===== src/rtl/ahb_interconnect.sv =====
// AHB-Lite slave-side interconnect: registered data-phase select, AND-OR response mux,
// built-in default slave for decode errors and a wait-state watchdog for hung slaves.
module ahb_interconnect #(
  parameter int unsigned NS      = 8,
  parameter int unsigned DW      = 64,
  parameter int unsigned TIMEOUT = 256
) (
  input  logic             HCLK,
  input  logic             reset,
  input  logic [NS:0]      HSELRegions,
  input  logic [1:0]       HTRANS,
  input  logic [NS-1:0]    HREADYOUTS,
  input  logic [NS-1:0]    HRESPS,
  input  logic [NS*DW-1:0] HRDATAS,
  output logic [NS-1:0]    HSELS,
  output logic             HREADY,
  output logic             HRESP,
  output logic [DW-1:0]    HRDATA,
  output logic [NS-1:0]    SlvAbort,
  output logic             TimeoutFlag,
  output logic             DecodeErrFlag,
  input  logic             FlagClr
);

  localparam logic [1:0] ST_NORMAL = 2'd0;
  localparam logic [1:0] ST_ERR1   = 2'd1;
  localparam logic [1:0] ST_ERR2   = 2'd2;

  logic [1:0]    state;
  logic [1:0]    state_next;
  logic [NS-1:0] dsel;
  logic [NS-1:0] sel_slv;
  logic          sel_onehot;
  logic          dsel_none;
  logic          slave_ready;
  logic          slave_resp;
  logic          decode_err;
  logic          timeout_hit;
  logic [DW-1:0] rdata_mux;
  logic          unused_bits;

  assign unused_bits = ^{HSELRegions[0], HTRANS[0]};

  assign sel_slv     = HSELRegions[NS:1];
  assign HSELS       = sel_slv;
  assign sel_onehot  = (sel_slv != '0) && ((sel_slv & (sel_slv - NS'(1))) == '0);
  assign dsel_none   = (dsel == '0);
  assign slave_ready = |(HREADYOUTS & dsel);
  assign slave_resp  = |(HRESPS & dsel);

  // Read data is masked by the registered data-phase select only
  always_comb begin
    rdata_mux = '0;
    for (int i = 0; i < int'(NS); i++) begin
      rdata_mux = rdata_mux | (HRDATAS[i*DW +: DW] & {DW{dsel[i]}});
    end
  end

  assign HRDATA = (state == ST_NORMAL) ? rdata_mux : '0;

  // Bus response and next state; decode errors are detected whenever an address phase is accepted
  always_comb begin
    state_next = state;
    HREADY     = 1'b1;
    HRESP      = 1'b0;
    decode_err = 1'b0;
    case (state)
      ST_NORMAL: begin
        if (!dsel_none) begin
          HREADY = slave_ready;
          HRESP  = slave_resp;
        end
      end
      ST_ERR1: begin
        HREADY     = 1'b0;
        HRESP      = 1'b1;
        state_next = ST_ERR2;
      end
      ST_ERR2: begin
        HREADY     = 1'b1;
        HRESP      = 1'b1;
        state_next = ST_NORMAL;
      end
      default: state_next = ST_NORMAL;
    endcase
    decode_err = HREADY && HTRANS[1] && !sel_onehot;
    if (decode_err || timeout_hit) state_next = ST_ERR1;
  end

  generate
    if (TIMEOUT > 0) begin : g_wdog
      localparam int unsigned CW = $clog2(TIMEOUT + 1);
      logic [CW-1:0] wait_cnt;
      logic          waiting;

      assign waiting     = (state == ST_NORMAL) && !dsel_none && !slave_ready;
      assign timeout_hit = waiting && (wait_cnt == CW'(TIMEOUT - 1));

      always_ff @(posedge HCLK or posedge reset) begin
        if (reset) begin
          wait_cnt <= '0;
        end else if (HREADY || timeout_hit) begin
          wait_cnt <= '0;
        end else if (waiting) begin
          wait_cnt <= wait_cnt + CW'(1);
        end
      end
    end else begin : g_nowdog
      assign timeout_hit = 1'b0;
    end
  endgenerate

  always_ff @(posedge HCLK or posedge reset) begin
    if (reset) begin
      state         <= ST_NORMAL;
      dsel          <= '0;
      SlvAbort      <= '0;
      TimeoutFlag   <= 1'b0;
      DecodeErrFlag <= 1'b0;
    end else begin
      state <= state_next;
      if (HREADY) begin
        dsel <= (HTRANS[1] && sel_onehot) ? sel_slv : '0;
      end else if (timeout_hit) begin
        dsel <= '0;
      end
      SlvAbort <= timeout_hit ? dsel : '0;
      // A set in the same cycle wins over a clear
      if (decode_err) begin
        DecodeErrFlag <= 1'b1;
      end else if (FlagClr) begin
        DecodeErrFlag <= 1'b0;
      end
      if (timeout_hit) begin
        TimeoutFlag <= 1'b1;
      end else if (FlagClr) begin
        TimeoutFlag <= 1'b0;
      end
    end
  end

endmodule


===== config.mk =====
export PLATFORM = sky130hd
export DESIGN_NAME = ahb_interconnect
export DESIGN_NICKNAME = d
export VERILOG_FILES = /design/src/rtl/ahb_interconnect.sv
export SDC_FILE = /design/constraint.sdc
export NUM_CORES = 1
export LEC_CHECK = 0
export ABC_AREA = 1
export BUFFER_PORTS_ARGS = -buffer_cell sky130_fd_sc_hd__buf_4
export CORE_AREA = 2 2 241 243
export DETAILED_ROUTE_END_ITERATION = 6
export DIE_AREA = 0 0 243 245
export GPL_TIMING_DRIVEN = 0
export PLACE_DENSITY = 0.3
export RECOVER_POWER = 100
export SYNTH_ARGS = -nofsm -noshare
export SYNTH_HDL_FRONTEND = slang
export SYNTH_SLANG_ARGS = --single-unit

===== constraint.sdc =====
create_clock -name HCLK -period 2.46 [get_ports HCLK]
set_input_delay 0.123 -clock HCLK [delete_from_list [all_inputs] [get_ports HCLK]]
set_output_delay 0.123 -clock HCLK [all_outputs]
set_load 0.03 [all_outputs]

==> results of run 1 <==
## what timing repair did
| item | in CTS | in global routing |
|---|---|---|
| resized for setup | 67 | 18 |
| hold buffers | 0 | 0 |
| pin swaps | 0 | 0 |
| endpoints found under the setup margin | 64 | 13 |
| buffers inserted | 0 | 1 |
## power by group
group | internal (mW) | switching, mW
sequential | 0.502 | 0.0214
clock | 0.396 | 0.203
combinational | 0.858 | 1.30
total | 1.76 | 1.52
## state kept, by name, indices dropped and copies added (netlist names)
register / cells
state: 2
SlvAbort: 8
g_wdog.wait_cnt: 9
dsel: 8
TimeoutFlag: 1
DecodeErrFlag: 1
## critical path: cells and delay by family, from the launching register on
family          cells  cell delay (ps)
simple gates        2              250
flops               1              430
compound gates      2              710
buf+inv             2              660
## cells in the final DEF, fill, tap and decap left out, types with 2 or more instances in the layout
master     synthesis  layout
a22o_1            49      49
nand2_2            1       3
nand4_1            3       3
nor2_1            48      48
clkbuf_16          0       5
buf_4              9     597
nor3_2             3       3
buf_6              1       3
clkbuf_2           0      40
dfrtp_1           29      28
nand3_1           24      24
buf_2             32      21
clkbuf_1          26      22
nand2_1          365     364
a221oi_4           0       2
clkbuf_4           0      17
a221oi_2           0       3
ha_1               5       5
a31oi_1            6       6
o21ai_0            6       6
inv_2              6       6
a221oi_1         103      98
inv_1             24      23
a21oi_1           70      70
## logic make-up (layout without fill, tap and decap cells)
| group | Yosys count | after routing | share of synthesized area |
|---|---|---|---|
| AOI/OAI and AO/OA | 235 | 235 | 0.366 |
| and+or+nand+nor | 450 | 450 | 0.371 |
| DFF | 29 | 29 | 0.151 |
| buffers and inverters | 105 | 737 | 0.0991 |
| other | 0 | 1 | 0 |
| adders and majority gates | 5 | 5 | 0.0130 |
## layout make-up
cell class | instances | area, um2 | share of cell area
timing repair buffer | 626 | 4570 | 0.430
multi-input combinational | 690 | 3650 | 0.343
tap | 765 | 957 | 0.0900
sequential | 29 | 727 | 0.0684
buffer | 74 | 474 | 0.0446
clock buffer | 7 | 143 | 0.0134
inverter | 30 | 116 | 0.0109
antenna | 1 | 2.50 | 0.000235
## final timing paths
check                                                     from                              to  slack, ps  cells past startpoint
worst max-delay path                       dsel[5]$_DFFE_PP0N_                      HRDATA[21]         -3                      6
worst min-delay path                                   FlagClr         TimeoutFlag$_DFFE_PP0P_         30                      2
worst max register to register            state[1]$_DFFE_PP0P_  g_wdog.wait_cnt[5]$_DFFE_PP0P_        270                     10
worst min register to register  g_wdog.wait_cnt[0]$_DFFE_PP0P_  g_wdog.wait_cnt[0]$_DFFE_PP0P_        520                      1
max in group asynchronous                                reset             dsel[3]$_DFFE_PP0N_       1490                      2
min in group asynchronous                                reset           SlvAbort[1]$_DFF_PP0_        180                      2
## through the flow
stage / util / hold WS, ps / instance area, um2 / setup slack [ps] / cells
5_1_grt: 0.186 / 43.2 / 10600 / 5.08 / 2222
3_3_place_gp: 0.183 / 315 / 10400 / -770 / 2212
6_report: 0.186 / 33.2 / 10600 / -3.19 / 2222
2_1_floorplan: - / 201 / 4800 / 691 / 824
3_5_place_dp: 0.184 / 321 / 10500 / -548 / 2214
4_1_cts: 0.189 / 32.6 / 10800 / 5.52 / 2220
## routing by layer
metal,vias up,GRT usage,wire [um]
met2,450,0.366,31700
met3,59,0.0555,5040
met1,4324,0.249,26300
met5,-,0,25
li1,4182,-,-
met4,4,0.0415,1530
==> flow_metrics.env, run 1 <==
export IMPL_outcome="finished with violations"
export IMPL_violations="setup timing"
export IMPL_cp_slowest_cell="a221oi_1"
export IMPL_synthTopCellsByCount="nand2_1, a221oi_1, a21oi_1"
export IMPL_wl_um=64600
export IMPL_synth_flop_cell="dfrtp_1"
export IMPL_core_um2=57000
export IMPL_hold_violations=0
export IMPL_syn_cell_area_um2=4800
export IMPL_syn_nets=1371
export IMPL_path_class="reg -> out"
export IMPL_finalCriticalPeriod_ps=2460
export IMPL_synth_top_area_cell="nand2_1"
export IMPL_cts_sinks=29
export IMPL_die_h_um=245
export IMPL_grt_setup_unrepaired="no"
export IMPL_fin_skew_ps=3.49
export IMPL_clock_latency_ps=270
export IMPL_end_kind="output pin"
export IMPL_synth_seq_cells=29
export IMPL_cts_tree="built"
export IMPL_htree_levels=2
export IMPL_clkSlewWorstSetupHoldPaths_ps=50
export IMPL_drt_iter0_markers=541
export IMPL_p_leak_nw=5.38
export IMPL_fin_total_pwr_mw=3.28
export IMPL_slew_headroom=0.205
export IMPL_grt_overflow=0
export IMPL_syn_avg_cell_area_um2=5.82
export IMPL_path_cells="clkbuf_2, nand2_1, nand2_1, a221oi_1, a21oi_1, buf_4"
export IMPL_ant_nets=0
export IMPL_yosys_cell_count_top_type="nand2_1"
export IMPL_synth_edff_count=0
export IMPL_syn2layout_area_growth_pct=122
export IMPL_setup_tns_ps=-3.19
export IMPL_yosys_warnings=0
export IMPL_startpoint_type="flip-flop"
export IMPL_async_reset_ff_frac=1.00
export IMPL_cp_common_cell="nand2_1"
export IMPL_period_share=1.00
export IMPL_gp_congestion=0.893
export IMPL_grt_pass1_wl_um=83000
export IMPL_wl_per_cell_um=29.1
export IMPL_start_util=0.0841
export IMPL_clock_fmax_ghz=0.406
export IMPL_drc=0
export IMPL_synth_area_leaders="nand2_1, a221oi_1, dfrtp_1"
export IMPL_fp_dieW_um=243
export IMPL_synth_cells=824
export IMPL_ir_worst_vdd_v=0.000341
export IMPL_port_buffers=623
export IMPL_dr_pass1_iters=5
export IMPL_num_io_pins=626
export IMPL_cp_arrival_ps=2340
export IMPL_synthDistinctLibCells=27
export IMPL_finalSetupViolCount=1
export IMPL_p_per_area_nw_per_um2=308
export IMPL_synth_top_area_share=0.286
export IMPL_maxCapViolCount=0
export IMPL_dieArea_um2=59500
export IMPL_layout_drive_gt1_share=0.485
export IMPL_holdCritPathClass="in -> reg"
export IMPL_num_fill_cells=6777
export IMPL_crit_required_ps=2340
export IMPL_vias_per_cell=4.06
export IMPL_dp_hpwl_um=53000
export IMPL_crit_path_max_incr_delay_ps=560
export IMPL_setup_ws_ps=-3.19
export IMPL_seq_area_frac_synth=0.151
export IMPL_grt_total_usage=0.206
export IMPL_critPathMaxFanout=10
export IMPL_worstMarginPinSlew_ps=1190
export IMPL_fin_nets=2003
export IMPL_vias=9019
export IMPL_antenna_found_initial=10
export IMPL_cts_buffer_depth=2
export IMPL_report_final_slew_viol_count=0
export IMPL_rows=88
export IMPL_grt_pass1_vias=9518
export IMPL_cts_buffers=5
export IMPL_grt_max_degree=30
export IMPL_cts_root_buf="clkbuf_16"
No activity file was read; power rests on OpenSTA's default activity.
==> run 2, diff against run 1 <==
--- a/config.mk
+++ b/config.mk
@@ -13,6 +13,7 @@
 export GPL_TIMING_DRIVEN = 0
 export PLACE_DENSITY = 0.3
 export RECOVER_POWER = 100
+export REMOVE_ABC_BUFFERS = 1
 export SYNTH_ARGS = -nofsm -noshare
 export SYNTH_HDL_FRONTEND = slang
 export SYNTH_SLANG_ARGS = --single-unit
==> run 2 against run 1 <==
The flow now finishes without violations; fmax increased by 3.7%; final area decreased by 2.2%; register-to-register slack got worse by 110 ps; sequential cell count unchanged; setup slack improved by 87 ps; core utilization decreased by 0.40 points; via count decreased by 5.8%; hold slack improved by 17 ps; highest routed layer is now met4.
==> flow_metrics.env, run 2 (synthesis results as in run 1) <==
export IMPL_antenna_found_initial=3
export IMPL_mostFrequentLayoutCells="buf_4, nand2_1, a221oi_1"
export IMPL_fp_dieW_um=243
export IMPL_vias_per_cell=3.92
export IMPL_final_common_cell="buf_4"
export IMPL_cts_sinks=29
export IMPL_cp_arrival_ps=2250
export IMPL_outcome="complete, no violations"
export IMPL_slew_headroom=0.204
export IMPL_wl_um=47500
export IMPL_rows=88
export IMPL_hold_buffers=0
export IMPL_drc=0
export IMPL_num_io_pins=626
export IMPL_gp_congestion=0.839
export IMPL_path_cells="buf_16, nand2_1, nand2_1, a221oi_1, a21oi_1, clkbuf_4"
export IMPL_cpLargestDelayFamily="flip-flops"
export IMPL_dp_hpwl_um=36000
export IMPL_cp_common_cell="nand2_1"
export IMPL_syn2layout_area_growth_pct=117
export IMPL_setup_tns_ps=0
export IMPL_startpoint_type="flip-flop"
export IMPL_cp_slowest_cell="dfrtp_4"
export IMPL_grt_setup_unrepaired="no"
export IMPL_maxCapViolCount=0
export IMPL_end_kind="output pin"
export IMPL_dpl_worst_slack_ps=-349
export IMPL_fin_skew_ps=8.04
export IMPL_ant_nets=0
export IMPL_holdCritPathClass="in -> reg"
export IMPL_finalSetupViolCount=0
export IMPL_largestRegisters="g_wdog.wait_cnt x9, SlvAbort x8, dsel x8"
export IMPL_dr_pass1_iters=5
export IMPL_fin_nets=1944
export IMPL_vias=8496
export IMPL_grt_max_degree=42
export IMPL_grt_total_usage=0.147
export IMPL_critPathMaxFanout=39
export IMPL_clkSlewWorstSetupHoldPaths_ps=50
export IMPL_dp_cells=2146
export IMPL_report_final_slew_viol_count=0
export IMPL_p_per_area_nw_per_um2=285
export IMPL_cts_root_buf="clkbuf_16"
export IMPL_cts_buffers=5
export IMPL_hold_violations=0
export IMPL_crit_path_max_incr_delay_ps=760
export IMPL_largest_reg_flops=9
export IMPL_ir_worst_vdd_v=0.000290
export IMPL_grt_pass1_vias=8867
export IMPL_path_class="reg -> out"
export IMPL_core_um2=57000
export IMPL_setup_ws_ps=83.8
export IMPL_drt_iter0_markers=417
export IMPL_die_h_um=245
export IMPL_fin_cells=2165
export IMPL_start_util=0.0841
export IMPL_finalCriticalPeriod_ps=2380
export IMPL_grt_pass1_wl_um=64500
export IMPL_fin_util=0.182
export IMPL_clock_latency_ps=270
export IMPL_grt_overflow=0
export IMPL_crit_required_ps=2340
export IMPL_worstMarginPinSlew_ps=1190
export IMPL_wl_per_cell_um=21.9
export IMPL_dieArea_um2=59500
export IMPL_period_share=0.966
export IMPL_p_leak_nw=5.05
export IMPL_clock_fmax_ghz=0.421
export IMPL_port_buffers=623
export IMPL_htree_levels=2
export IMPL_cts_tree="built"
export IMPL_regMostFlops="g_wdog.wait_cnt"
export IMPL_layout_drive_gt1_share=0.451
export IMPL_cts_buffer_depth=2
export IMPL_critPathBufInv=2
[run 2: final cells by class]
class                   count  area (um2)
fillers                  6745       46600
repair buffers            640        4790
multi-input cells         691        3610
well taps                 765         957
flip-flops and latches     29         756
clock buffers               7         153
inverters                  30         139
clock inverters             1        5.00
diodes                      2        5.00
[run 2: stage by stage]
stage                     area [um2]  power [mW]  hold slack (ps)
final                          10400        2.97             50.5
after global routing           10400        3.16             47.6
after CTS                      10600        3.06             47.7
after detailed placement       10300        2.32              324
after global placement         10100        2.18              322
after floorplan                 4430        1.10              201
[run 2: what timing repair did]
| action | CTS | global route |
|---|---|---|
| gates resized for setup | 5 | 3 |
| cloned | 1 | 0 |
| endpoints found under the setup margin | 26 | 6 |
| setup buffers | 4 | 4 |
| pin swaps | 1 | 1 |
[run 2: worst paths after layout]
kind                                           startpoint                             end  slack (ps)  cells after the start
setup reg to reg                      dsel[0]$_DFFE_PP0N_            state[1]$_DFFE_PP0P_         160                     11
setup / recovery                      dsel[4]$_DFFE_PP0N_                      HRDATA[59]          80                      6
hold / removal                                    FlagClr       DecodeErrFlag$_DFFE_PP0P_          50                      2
min in group asynchronous                           reset         TimeoutFlag$_DFFE_PP0P_         170                      2
max in group asynchronous                           reset             dsel[5]$_DFFE_PP0N_        1420                      2
hold reg to reg            g_wdog.wait_cnt[1]$_DFFE_PP0P_  g_wdog.wait_cnt[1]$_DFFE_PP0P_         530                      1
[run 2: power by group]
group / switching [mW] / internal (mW)
logic: 0.951 / 0.834
registers: 0.0398 / 0.502
clock network: 0.216 / 0.428
[run 2: routing by layer]
layer,global-route usage,vias up,routed length (um),part of all wire
met4,0.0289,0,818,0.017
li1,-,4065,-,-
met1,0.176,4047,19500,0.41
met3,0.0315,28,2990,0.063
met5,0,-,0,0
met2,0.270,356,24200,0.51
[run 2: worst reg2reg max path, cell delays in order (launching register included)]
cell and delay, ps:
dfrtp_4 660, buf_16 270, inv_2 110, nand2_1 60
nor2_1 90, nand2_1 90, nand3_1 230, nand2_8 130
nor2_4 220, nand2_1 180, nand2_1 100, nor2_1 40
==> run 3, diff against run 2 <==
--- a/config.mk
+++ b/config.mk
@@ -6,10 +6,10 @@
 export NUM_CORES = 1
 export LEC_CHECK = 0
 export ABC_AREA = 1
-export BUFFER_PORTS_ARGS = -buffer_cell sky130_fd_sc_hd__buf_4
 export CORE_AREA = 2 2 241 243
 export DETAILED_ROUTE_END_ITERATION = 6
 export DIE_AREA = 0 0 243 245
+export DONT_BUFFER_PORTS = 1
 export GPL_TIMING_DRIVEN = 0
 export PLACE_DENSITY = 0.3
 export RECOVER_POWER = 100
==> run 3 against run 2 <==
The run now ends with hold timing left; first-iteration DRC count rose by 46%; routed wire length fell by 27%; sequential share of layout area rose by 5.3 points; final area decreased by 42%; clock skew decreased by 2.9 ps; critical endpoint is now HRDATA[25]; highest routed layer is now met5.
==> flow_metrics.env, run 3 (synthesis results as in run 1) <==
export IMPL_outcome="finished with violations"
export IMPL_violations="hold timing"
export IMPL_gp_congestion=0.828
export IMPL_dieArea_um2=59500
export IMPL_combPwrFrac=0.428
export IMPL_port_buffers=0
export IMPL_layout_drive_gt1_share=0.0786
export IMPL_ir_worst_vdd_v=0.000376
export IMPL_clock_fmax_ghz=0.413
export IMPL_grt_pass1_vias=6108
export IMPL_path_class="reg -> out"
export IMPL_die_h_um=245
export IMPL_grt_setup_unrepaired="no"
export IMPL_grt_max_degree=62
export IMPL_grt_overflow=0
export IMPL_worstMarginPinSlew_ps=1250
export IMPL_setup_tns_ps=0
export IMPL_largest_reg_flops=9
export IMPL_cp_arrival_ps=2300
export IMPL_clock_power_share=0.326
export IMPL_p_leak_nw=2.17
export IMPL_vias=6561
export IMPL_dp_hpwl_um=25800
export IMPL_fin_skew_ps=5.14
export IMPL_wl_um=34800
export IMPL_dr_pass1_iters=6
export IMPL_seq_power_share=0.246
export IMPL_clock_latency_ps=280
export IMPL_fin_total_pwr_mw=2.24
export IMPL_htree_levels=2
export IMPL_report_final_slew_viol_count=0
export IMPL_rows=88
export IMPL_cellInternalPower_mw=1.20
export IMPL_cts_buffer_depth=2
export IMPL_drt_iter0_markers=607
export IMPL_cts_buffers=5
export IMPL_final_common_cell="nand2_1"
export IMPL_mostFrequentLayoutCells="nand2_1, a221oi_1, a21oi_1"
export IMPL_holdCritPathClass="in -> reg"
export IMPL_clkSlewWorstSetupHoldPaths_ps=50
export IMPL_finalCriticalPeriod_ps=2420
export IMPL_regMostFlops="g_wdog.wait_cnt"
export IMPL_fin_nets=1322
export IMPL_grt_total_usage=0.102
export IMPL_start_util=0.0841
export IMPL_switching_share=0.464
export IMPL_critPathMaxFanout=35
export IMPL_largestRegisters="g_wdog.wait_cnt x9, SlvAbort x8, dsel x8"
export IMPL_slew_headroom=0.168
export IMPL_num_fill_cells=6694
export IMPL_hold_violations=1
export IMPL_cts_root_buf="clkbuf_16"
export IMPL_cts_sinks=29
export IMPL_cts_tree="built"
export IMPL_p_per_area_nw_per_um2=373
export IMPL_finalHoldWorstSlack_ps=-2.41
export IMPL_wl_per_cell_um=22.5
export IMPL_end_kind="output pin"
export IMPL_syn2layout_area_growth_pct=25.3
export IMPL_period_share=0.984
export IMPL_crit_required_ps=2340
export IMPL_antenna_found_initial=9
export IMPL_net_switching_power_mw=1.04
export IMPL_grt_pass1_wl_um=45000
export IMPL_vias_per_cell=4.25
export IMPL_core_um2=57000
export IMPL_num_io_pins=626
export IMPL_fp_dieW_um=243
export IMPL_ant_nets=0
export IMPL_finalSetupViolCount=0
export IMPL_drc=0
export IMPL_maxCapViolCount=0
export IMPL_startpoint_type="flip-flop"
## run 3: changes by cell type in the layout (fill, tap and decap cells not counted), sizes merged
cell         before  now
inv              29   30
buf             569   11
clkinv            1    0
diode             2    4
dlygate4sd3       0    6
clkbuf           78    8
## run 3: path summary, 6_finish.rpt
check | startpoint | end | slack, ps | cells past startpoint
worst max-delay path | dsel[7]$_DFFE_PP0N_ | HRDATA[25] | 40 | 5
worst min-delay path | HSELRegions[1] | dsel[0]$_DFFE_PP0N_ | -2 | 2
worst max register to register | g_wdog.wait_cnt[0]$_DFFE_PP0P_ | g_wdog.wait_cnt[5]$_DFFE_PP0P_ | 240 | 10
worst min register to register | g_wdog.wait_cnt[0]$_DFFE_PP0P_ | g_wdog.wait_cnt[0]$_DFFE_PP0P_ | 520 | 1
max in group asynchronous | reset | dsel[5]$_DFFE_PP0N_ | 1480 | 1
min in group asynchronous | reset | DecodeErrFlag$_DFFE_PP0P_ | 80 | 1
## run 3: layout make-up
| cell class | count | area, um2 | area share |
|---|---|---|---|
| Clock inverter | 1 | 30.0 | 0.00499 |
| Timing Repair Buffer | 18 | 303 | 0.0504 |
| Clock buffer | 7 | 143 | 0.0237 |
| Inverter | 30 | 120 | 0.0200 |
| Tap cell | 765 | 957 | 0.159 |
| Multi-Input combinational cell | 691 | 3690 | 0.614 |
| Sequential cell | 29 | 756 | 0.126 |
| Antenna cell | 4 | 10.0 | 0.00166 |
## run 3: through the flow
| step | hold slack [ps] | instances | area [um2] | util | setup slack, ps |
|---|---|---|---|---|---|
| finish | -2.41 | 1545 | 6010 | 0.105 | 39.6 |
| detailed placement | 240 | 1522 | 5620 | 0.0986 | -334 |
| floorplan | 201 | 749 | 4430 | - | -304 |
| global placement | 228 | 1514 | 5390 | 0.0945 | -2340 |
| CTS | 1.03 | 1538 | 5910 | 0.104 | -83.1 |
| global route | 14.4 | 1543 | 6010 | 0.105 | 6.62 |
## run 3: power groups by stage
| stage | combinational (mW) | clock [mW] | sequential (mW) |
|---|---|---|---|
| after floorplan | 0.544 | 0 | 0.557 |
| after global placement | 0.821 | 0 | 0.587 |
| after detailed placement | 0.894 | 0 | 0.565 |
| after CTS | 0.942 | 0.736 | 0.555 |
| after global routing | 1.04 | 0.761 | 0.557 |
| final | 0.961 | 0.731 | 0.553 |
## run 3: metal layers
| metal | up-vias | GRT usage | share of wire |
|---|---|---|---|
| met2 | 530 | 0.176 | 0.48 |
| met1 | 3131 | 0.126 | 0.38 |
| met4 | 10 | 0.0271 | 0.024 |
| li1 | 2831 | - | - |
| met3 | 59 | 0.0267 | 0.11 |
| met5 | - | 0 | 0.0021 |
## run 3: what timing repair did
action / in CTS / in global routing
hold buffers: 6 / 0
resized for setup: 8 / 14
endpoints found under the hold margin: 7 / 0
gates cloned: 1 / 0
pin swaps: 1 / 1
endpoints found under the setup margin: 51 / 37
setup buffers: 1 / 3
## run 3: worst max-delay path, stage by stage (launching register included)
cell	delay (ps)
dfrtp_4	640
buf_12	240
nand2_1	100
nand2_1	50
a221oi_1	530
a21oi_1	390
